### src/rtl/sprite_palette_pkg.sv
// Shared types and constants for the sprite palette bank: flash FSM states,
// a 4-bit-per-channel RGB struct and the bank 0 power-on palette.
package sprite_palette_pkg;

  typedef enum logic [1:0] {
    IDLE = 2'd0,
    ON   = 2'd1,
    OFF  = 2'd2
  } flash_state_t;

  typedef struct packed {
    logic [3:0] r;
    logic [3:0] g;
    logic [3:0] b;
  } rgb_t;

  localparam int DEFAULT_PAL_LEN = 16;

  // Entry 0 is white (transparent key), 2 is pure red, 3 is black.
  localparam rgb_t DEFAULT_PAL [DEFAULT_PAL_LEN] = '{
    12'hFFF, 12'h888, 12'hF00, 12'h000,
    12'h0F0, 12'h00F, 12'hFF0, 12'h0FF,
    12'hF0F, 12'h840, 12'hF80, 12'h444,
    12'hCCC, 12'h08F, 12'hF8C, 12'h4C4
  };

  function automatic logic [11:0] default_entry(input int idx);
    if (idx < DEFAULT_PAL_LEN) return DEFAULT_PAL[idx];
    return 12'h000;
  endfunction

endpackage

### src/rtl/palette_flash_fsm.sv
// Timed flash effect: alternates ON/OFF half-periods of FLASH_HALF cycles
// for a programmable number of half-periods, then returns to IDLE.
module palette_flash_fsm
  import sprite_palette_pkg::*;
#(
  parameter int FLASH_HALF = 6_250_000
) (
  input  logic         clk,
  input  logic         rst_n,
  input  logic         flash_start,
  input  logic [3:0]   flash_toggles,
  output logic         flash_on,
  output logic         flash_busy,
  output flash_state_t state_dbg
);

  localparam int CNT_W = (FLASH_HALF > 1) ? $clog2(FLASH_HALF) : 1;
  localparam logic [CNT_W-1:0] CNT_LAST = CNT_W'(FLASH_HALF - 1);

  flash_state_t     r_state;
  logic [CNT_W-1:0] r_cnt;
  logic [3:0]       r_rem;
  logic             r_flash_on;
  logic             r_flash_busy;

  // A start request wins over any half-period boundary in the same cycle.
  always_ff @(posedge clk or negedge rst_n) begin
    if (!rst_n) begin
      r_state      <= IDLE;
      r_cnt        <= '0;
      r_rem        <= '0;
      r_flash_on   <= 1'b0;
      r_flash_busy <= 1'b0;
    end else if (flash_start) begin
      r_cnt <= '0;
      if (flash_toggles != 4'd0) begin
        r_state      <= ON;
        r_rem        <= flash_toggles;
        r_flash_on   <= 1'b1;
        r_flash_busy <= 1'b1;
      end else begin
        r_state      <= IDLE;
        r_rem        <= '0;
        r_flash_on   <= 1'b0;
        r_flash_busy <= 1'b0;
      end
    end else begin
      case (r_state)
        ON, OFF: begin
          if (r_cnt == CNT_LAST) begin
            r_cnt <= '0;
            r_rem <= r_rem - 4'd1;
            if (r_rem == 4'd1) begin
              r_state      <= IDLE;
              r_flash_on   <= 1'b0;
              r_flash_busy <= 1'b0;
            end else if (r_state == ON) begin
              r_state    <= OFF;
              r_flash_on <= 1'b0;
            end else begin
              r_state    <= ON;
              r_flash_on <= 1'b1;
            end
          end else begin
            r_cnt <= r_cnt + CNT_W'(1);
          end
        end
        default: begin
        end
      endcase
    end
  end

  assign flash_on   = r_flash_on;
  assign flash_busy = r_flash_busy;
  assign state_dbg  = r_state;

endmodule

### src/rtl/sprite_palette_bank.sv
// Multi-bank palette lookup with a two-stage pipeline: stage 1 reads the
// register file, stage 2 applies transparency, flash and dim effects.
module sprite_palette_bank
  import sprite_palette_pkg::*;
#(
  parameter int IDX_W      = 4,
  parameter int CH_W       = 4,
  parameter int N_BANK     = 2,
  parameter int TRANSP_IDX = 0,
  parameter int FLASH_HALF = 6_250_000,
  localparam int BANK_W    = (N_BANK > 1) ? $clog2(N_BANK) : 1,
  localparam int N_ENT     = 1 << IDX_W,
  localparam int COL_W     = 3 * CH_W
) (
  input  logic              clk,
  input  logic              rst_n,
  input  logic              in_valid,
  input  logic [BANK_W-1:0] in_bank,
  input  logic [IDX_W-1:0]  in_index,
  output logic              out_valid,
  output logic [CH_W-1:0]   red,
  output logic [CH_W-1:0]   green,
  output logic [CH_W-1:0]   blue,
  output logic              transparent,
  input  logic              wr_en,
  input  logic [BANK_W-1:0] wr_bank,
  input  logic [IDX_W-1:0]  wr_addr,
  input  logic [COL_W-1:0]  wr_data,
  input  logic [1:0]        dim,
  input  logic              flash_start,
  input  logic [3:0]        flash_toggles,
  output logic              flash_busy,
  output flash_state_t      flash_state
);

  localparam logic [IDX_W-1:0] TRANSP_V = IDX_W'(TRANSP_IDX);

  function automatic logic [COL_W-1:0] def_color(input int idx);
    logic [11:0] e;
    e = default_entry(idx);
    return {CH_W'(e[11:8]), CH_W'(e[7:4]), CH_W'(e[3:0])};
  endfunction

  logic [COL_W-1:0] r_pal [N_BANK][N_ENT];

  logic             w_rd_ok;
  logic             w_wr_ok;
  logic [COL_W-1:0] w_rd_raw;
  logic [COL_W-1:0] w_fx;
  logic             w_flash_on;

  logic             r_s1_valid;
  logic [COL_W-1:0] r_s1_raw;
  logic             r_s1_transp;

  logic             r_out_valid;
  logic [COL_W-1:0] r_out_col;
  logic             r_out_transp;

  // Bank-range guards collapse to constants when N_BANK fills the index space.
  if ((1 << BANK_W) == N_BANK) begin : g_full_bank
    assign w_rd_ok = 1'b1;
    assign w_wr_ok = 1'b1;
  end else begin : g_part_bank
    assign w_rd_ok = (int'(in_bank) < N_BANK);
    assign w_wr_ok = (int'(wr_bank) < N_BANK);
  end

  // Reads sample the array before this edge's write lands: read-before-write.
  assign w_rd_raw = w_rd_ok ? r_pal[in_bank][in_index] : '0;

  always_ff @(posedge clk or negedge rst_n) begin
    if (!rst_n) begin
      for (int b = 0; b < N_BANK; b++) begin
        for (int i = 0; i < N_ENT; i++) begin
          r_pal[b][i] <= (b == 0) ? def_color(i) : '0;
        end
      end
    end else if (wr_en && w_wr_ok) begin
      r_pal[wr_bank][wr_addr] <= wr_data;
    end
  end

  palette_flash_fsm #(
    .FLASH_HALF (FLASH_HALF)
  ) u_flash (
    .clk           (clk),
    .rst_n         (rst_n),
    .flash_start   (flash_start),
    .flash_toggles (flash_toggles),
    .flash_on      (w_flash_on),
    .flash_busy    (flash_busy),
    .state_dbg     (flash_state)
  );

  always_comb begin
    w_fx = '0;
    if (r_s1_transp) begin
      w_fx = r_s1_raw;
    end else if (w_flash_on) begin
      w_fx = '1;
    end else begin
      w_fx = {r_s1_raw[3*CH_W-1 -: CH_W] >> dim,
              r_s1_raw[2*CH_W-1 -: CH_W] >> dim,
              r_s1_raw[CH_W-1   -: CH_W] >> dim};
    end
  end

  always_ff @(posedge clk or negedge rst_n) begin
    if (!rst_n) begin
      r_s1_valid   <= 1'b0;
      r_s1_raw     <= '0;
      r_s1_transp  <= 1'b0;
      r_out_valid  <= 1'b0;
      r_out_col    <= '0;
      r_out_transp <= 1'b0;
    end else begin
      r_s1_valid   <= in_valid;
      r_s1_raw     <= w_rd_raw;
      r_s1_transp  <= (in_index == TRANSP_V);
      r_out_valid  <= r_s1_valid;
      r_out_col    <= w_fx;
      r_out_transp <= r_s1_transp;
    end
  end

  assign out_valid   = r_out_valid;
  assign red         = r_out_col[3*CH_W-1 -: CH_W];
  assign green       = r_out_col[2*CH_W-1 -: CH_W];
  assign blue        = r_out_col[CH_W-1   -: CH_W];
  assign transparent = r_out_transp;

endmodule

### config.mk
export PLATFORM = sky130hd
export DESIGN_NAME = sprite_palette_bank
export DESIGN_NICKNAME = d
export VERILOG_FILES = /design/src/rtl/sprite_palette_pkg.sv /design/src/rtl/palette_flash_fsm.sv /design/src/rtl/sprite_palette_bank.sv
export SDC_FILE = /design/constraint.sdc
export NUM_CORES = 1
export LEC_CHECK = 0
export BUFFER_PORTS_ARGS = -buffer_cell sky130_fd_sc_hd__buf_4
export CAP_MARGIN = 20
export CORE_MARGIN = 2
export CORE_UTILIZATION = 62
export CTS_CLUSTER_DIAMETER = 60
export CTS_CLUSTER_SIZE = 40
export DETAILED_ROUTE_END_ITERATION = 10
export PLACE_DENSITY = 0.81
export SLEW_MARGIN = 25
export SYNTH_ARGS = -nofsm -noshare
export SYNTH_HDL_FRONTEND = slang
export SYNTH_SLANG_ARGS = --single-unit
### constraint.sdc
create_clock -name clk -period 2.5 [get_ports clk]
set_clock_uncertainty 0.05 [all_clocks]
set_input_delay 0.75 -clock clk [delete_from_list [all_inputs] [get_ports clk]]
set_output_delay 0.75 -clock clk [all_outputs]
set_load 0.01 [all_outputs]
# Yosys cells after proc, flatten, opt, wreduce, memory -nomap -nowiden
# Index checks and enable logic that the tools add are counted.
# totals
elab_cells	108
inputBits	33
reg_bits	443
out_inout_bits	17
# op_classes
muxes	36
bitwise	4
addsub	2
eq_ne	4
order_cmp	6
shifts	3
n_reduce_logical	10
# op_table
operator	count
two-way mux 192 bit	4
bitwise mux 384 bit	1
demux 192 bit (select 1 bit)	1
two-way mux 23 bit	3
two-way mux 12 bit	5
binary-select mux 12 bit (select 4 bit)	1
demux 12 bit (select 4 bit)	1
adder 23 x 1 -> 23 bit, second input constant	1
equality test 23 bit, second input constant	1
two-way mux 4 bit	4
>> shifter 4 x 2 -> 4 bit	3
two-way mux 1 bit	11
greater-or-equal comparator 5 bit, second input constant	2
two-way mux 2 bit	5
inverter 4 -> 5 bit	2
nonzero test 2 bit	3
< comparator 5 x 1 -> 1 bit, second input constant	1
equality test 4 x 1 -> 1 bit, second input constant	1
greater-or-equal comparator 2 bit, second input constant	2
logical NOT 4 bit	1
inverter 1 -> 2 bit	2
nonzero test 4 bit	1
subtractor 4 x 1 -> 4 bit, second input constant	1
AND reduction 3 bit	1
6 further kinds	7

# Depth between registers and ports, before layout
# depth
ltp_word	8
mapped_depth	8
ltp_nobuf	6

# Cells and area by module
# A second synthesis with hierarchy kept.
# hier_totals
cells_unflattened	1501
hier_area_um2	20661.1
# modules_own_cells
module	seq_area_each_um2	instances	area_per_inst_um2	cells_per_inst
sprite_palette_bank	10413.7	1	18840.6	1298
palette_flash_fsm	750.7	1	1820.5	203

# Least setup slack after synthesis
# No wires, ideal clock.
# synth_path
path_kind	in2reg
startpoint	input in_index[0]
endpoint	register r_s1_raw[10]
slack_ns	0.110
setup_time_ns	0.134
arrival_time_ns	2.206
t_required_ns	2.316
path_stages	6
path_buffers	3
cell_sequence	clkbuf_1 -> buf_2 -> buf_1 -> mux4_2 -> o21ai_0 -> nand4_1
# synth_between
elab_chain_cells	4
# synth_lines
item	line_no	rtl
from (decl)	sprite_palette_bank.sv:19	input logic [IDX_W-1:0] in_index,
inverter 4 -> 5 bit (not written as such)	sprite_palette_bank.sv:70	assign w_rd_raw = w_rd_ok ? r_pal[in_bank][in_index] : '0;
binary-select mux 12 bit (select 4 bit)	sprite_palette_bank.sv:70	
two-way mux 12 bit (not written as such) (2 in a row)	sprite_palette_bank.sv:70	
named net w_rd_raw[10]	sprite_palette_bank.sv:48	logic [COL_W-1:0] w_rd_raw;
to (signal assigned)	sprite_palette_bank.sv:119	r_s1_raw <= w_rd_raw;
to (decl)	sprite_palette_bank.sv:53	logic [COL_W-1:0] r_s1_raw;
# The timed path passes the listed nets, and every way through them passes these cells. The select of a mux whose other input is x is not followed.
# A chain may end at the register's enable or synchronous reset.

# Worst setup path after layout
# layout_path
startpoint	register u_flash.r_cnt[0]
endpoint	register u_flash.r_cnt[22]
# layout_between
elab_chain_cells	4
elab_cells_between_ends	5
classes_between	add/sub (1); eq/ne (1); mux (3)
# layout_lines
item	line_no	rtl
from (decl)	palette_flash_fsm.sv:21	logic [CNT_W-1:0] r_cnt;
from (signal assigned)	palette_flash_fsm.sv:65	r_cnt <= r_cnt + CNT_W'(1);
adder 23 x 1 -> 23 bit / equality test 23 bit (equally long branches)	palette_flash_fsm.sv:65, palette_flash_fsm.sv:50	
two-way mux 23 bit (*)	palette_flash_fsm.sv:50	if (r_cnt == CNT_LAST) begin
two-way mux 23 bit (*)	palette_flash_fsm.sv:48	case (r_state)
two-way mux 23 bit (*)	palette_flash_fsm.sv:34	end else if (flash_start) begin
# Mark *: on every way between the ends. The rest lies on a longest branch, timed or not. The select of a mux whose other input is x is not followed.

==> metrics.csv <==
stage,metric,value,unit
critical_path,slowest library cell on the worst path,or4_1,
critical_path,Crit Path Class,reg -> reg,
cells_and_area,area overhead of the layout relative to synthesis,13.7,%
place,pre-CTS WS,-0.00679,ns
cells_and_area,area of the multi-input gates,8730,sq um
clock_tree,CTS Buffer Depth,3,
clock_tree,CTS tree,yes,
cells_and_area,nets,1565,
pwr,clock share of power,30.1,%
clock_tree,# hold bufs at CTS,0,
clock_tree,worst skew pair latency,0.60,ns
synthesis,syn nets,1489,
synthesis,Gate Count Post-Synth,1452,
timing,fin crit share,93.0,%
synthesis,"area leader, netlist",dfrtp_1,
pwr,NetSw,5010,uW
flow_run,Max-Cap Viols,0,
place,DP HPWL,33800,microns
cells_and_area,Register Area,11200,sq um
drt,final WL,50100,microns
clock_tree,CTS Sinks,442,
pwr,leakage power,0.0101,uW
global_routing,first-pass GRT wire length,78500,microns
cells_and_area,FILL cells,2106,
place,GPL Wtd Cong,0.984,
synthesis,"FF+latch count, synth",442,
synthesis,"Seq/Total Area, Yosys",54.7,%
synthesis,Avg Inst Size Synth,14.1,sq um
pwr,internal power,12900,uW
critical_path,"setup slack, reg-to-reg",0.17,ns
timing,Hold Fails Final Rpt,0,
critical_path,Critical Path Max Stage Delay,0.49,ns
cells_and_area,n_diodes,0,
drt,DR DRC count,0,
pwr,Worst VDD drop,0.655,mV
synthesis,synthesis warning total,0,
die,Initial Util,62.9,%
die,die height,185,microns
timing,Final Setup Violations,0,
pwr,Seq pwr share,52.5,%
synthesis,Mapped Area,20400,sq um
place,Port Buffer Count,49,
synthesis,top-area cell type share of the netlist area,44.0,%
global_routing,antenna violations before repair,0,
timing,Period minus WS final,2.33,ns
global_routing,GR Util All Layers,30.2,%
synthesis,main flop type after synthesis,dfrtp_1,
min_path,worst hold path type,in -> async,
drt,drt wl/cell,25.1,microns
synthesis,asr flop ratio synth,100,%
drt,Detail Route Antenna Nets,0,
critical_path,critical path cell sequence,"ha_1, nand4_1, or4_1, o31ai_2, buf_4, o21ba_2",
cells_and_area,"commonest non-fill, non-tap cell in the layout",mux2_2,
timing,Max Fclk,0.430,GHz
clock_tree,cts bufs inserted,31,
critical_path,crit path capture type,flip-flop,
die,die area,34400,sq um
cells_and_area,share of cells above drive strength 1,49.9,%
critical_path,worst path arrival time,2.74,ns
global_routing,number of global-route vias before repair,13600,
timing,Rel. slew slack,45.0,%
clock_tree,postcts setup bufs,0,
die,core region area,32500,sq um
pwr,PD cells,774,nW/um^2
timing,Hold Slack,0.0242,ns
timing,Final Max Tran Viols,0,
drt,drt first pass iters,7,
clock_tree,clock root buffer,clkbuf_16,
status,status,finished clean,
pwr,combinational power share,17.4,%
clock_tree,H-tree depth,1,
cells_and_area,most frequent cells in the layout,"mux2_2 (386), dfrtp_1 (359), buf_4 (136)",
die,Ports,50,
global_routing,grt total ovfl,0,
die,Horiz. Die Dim,185,microns
critical_path,CP required,2.92,ns
synthesis,library cells used by synthesis,53,
timing,RSZ-0062 raised after global routing,false,
cells_and_area,Finished Core Util,71.5,%
global_routing,largest net degree at the start of global routing,76,
critical_path,critical path peak fanout,9,
pwr,Net Sw Frac,27.9,%
drt,initial drt markers,1135,
timing,Worst Tran Pin Value,0.822,ns
synthesis,top post-synthesis cells by area,"dfrtp_1 (44%), mux2_2 (21%), dfstp_2 (11%)",
die,Rows,66,
timing,setup slack after layout,0.174,ns
drt,vias,13100,
clock_tree,clk slew on worst S/H paths,0.09,ns
clock_tree,PostCTS Resize Cnt,0,
critical_path,Worst Setup Start Kind,flip-flop,
synthesis,number of synthesized flops with an enable pin,0,
drt,routed vias/inst,6.57,
## final timing paths
| check | startpoint | end | cells past startpoint |
|---|---|---|---|
| worst min register to register | r_s1_valid | out_valid | 0 |
| worst max register to register | u_flash.r_cnt[0] | u_flash.r_cnt[22] | 6 |
| min in group clk | in_valid | r_s1_valid | 1 |
| worst min-delay path | rst_n | r_pal[73] | 1 |
| worst max-delay path | u_flash.r_cnt[0] | u_flash.r_cnt[22] | 6 |
| max in group asynchronous | rst_n | r_pal[307] | 3 |
## routing by layer
layer	vias up	global-route usage [%]	share of wire, %
met3	131	4.90	6.6
met2	488	49.8	49
li1	5560	-	-
met5	-	0	0
met1	6923	40.7	41
met4	0	11.1	3.9
## Yosys cell counts, drive strengths merged, types with 4 or more instances
master and number:
nor2b 14, mux4 72, ha 4, inv 15, clkbuf 103, nand4 22, o21ai 23, nor3 12
and2 4, nand2b 6, nor3b 5, dfrtp 359, a221oi 15, o31ai 7, dfstp 83, nand3 14
o2111ai 5, or3 5, o311ai 6, mux2i 57, buf 19, a2111oi 6, nand2 50, or4 12
and3 7, nor4 8, mux2 386, nor2 47, a21oi 23, a22oi 33, nand4b 5
## critical path: cells and delay by family (launching register included)
kind,cells,cell delay (ns)
DFF,1,0.41
and+or+nand+nor,2,0.64
AOI/OAI and AO/OA,2,0.61
adders and majority gates,1,0.25
buffers and inverters,1,0.26
## flip-flops by register name (all words and copies together) (netlist names)
register	count
u_flash.r_cnt	23
u_flash.state_dbg	2
r_out_col	12
r_s1_valid	1
out_valid	1
r_pal	384
transparent	1
r_s1_transp	1
u_flash.flash_busy	1
u_flash.r_rem	4
r_s1_raw	12
## stage by stage
| step | total power, uW | cells | instance area (sq um) | TNS (ns) |
|---|---|---|---|---|
| floorplan | 11400 | 1452 | 20400 | 0 |
| global placement | 12400 | 1937 | 22100 | 0 |
| detailed placement | 12600 | 1937 | 22100 | -0.00837 |
| CTS | 18000 | 1994 | 23200 | 0 |
| global route | 18700 | 1994 | 23200 | 0 |
| finish | 17900 | 1994 | 23200 | 0 |
## power by group through the flow
stage | logic (uW) | clock network [uW] | registers [uW]
final | 3120 | 5400 | 9420
after global routing | 3350 | 5790 | 9550
after CTS | 3130 | 5480 | 9380
after detailed placement | 3110 | 0 | 9510
after global placement | 2990 | 0 | 9420
after floorplan | 2150 | 0 | 9240
## cell type report
class / instances / share of cell area [%]
well taps: 442 / 2.38
multi-input cells: 872 / 37.7
repair buffers: 165 / 6.85
flip-flops and latches: 442 / 48.1
clock inverters: 25 / 1.35
inverters: 16 / 0.259
clock buffers: 32 / 3.36
## kinds of logic (layout without fill, tap and decap cells)
logic type	after synthesis	count (layout)	synth area share, %
mux	515	515	32.0
flops	442	442	54.7
simple gates	219	219	5.63
buf+inv	138	238	2.66
compound gates	128	128	4.43
xor+xnor	6	6	0.258
fa+ha+maj	4	4	0.245
No activity file was read; power rests on OpenSTA's default activity.
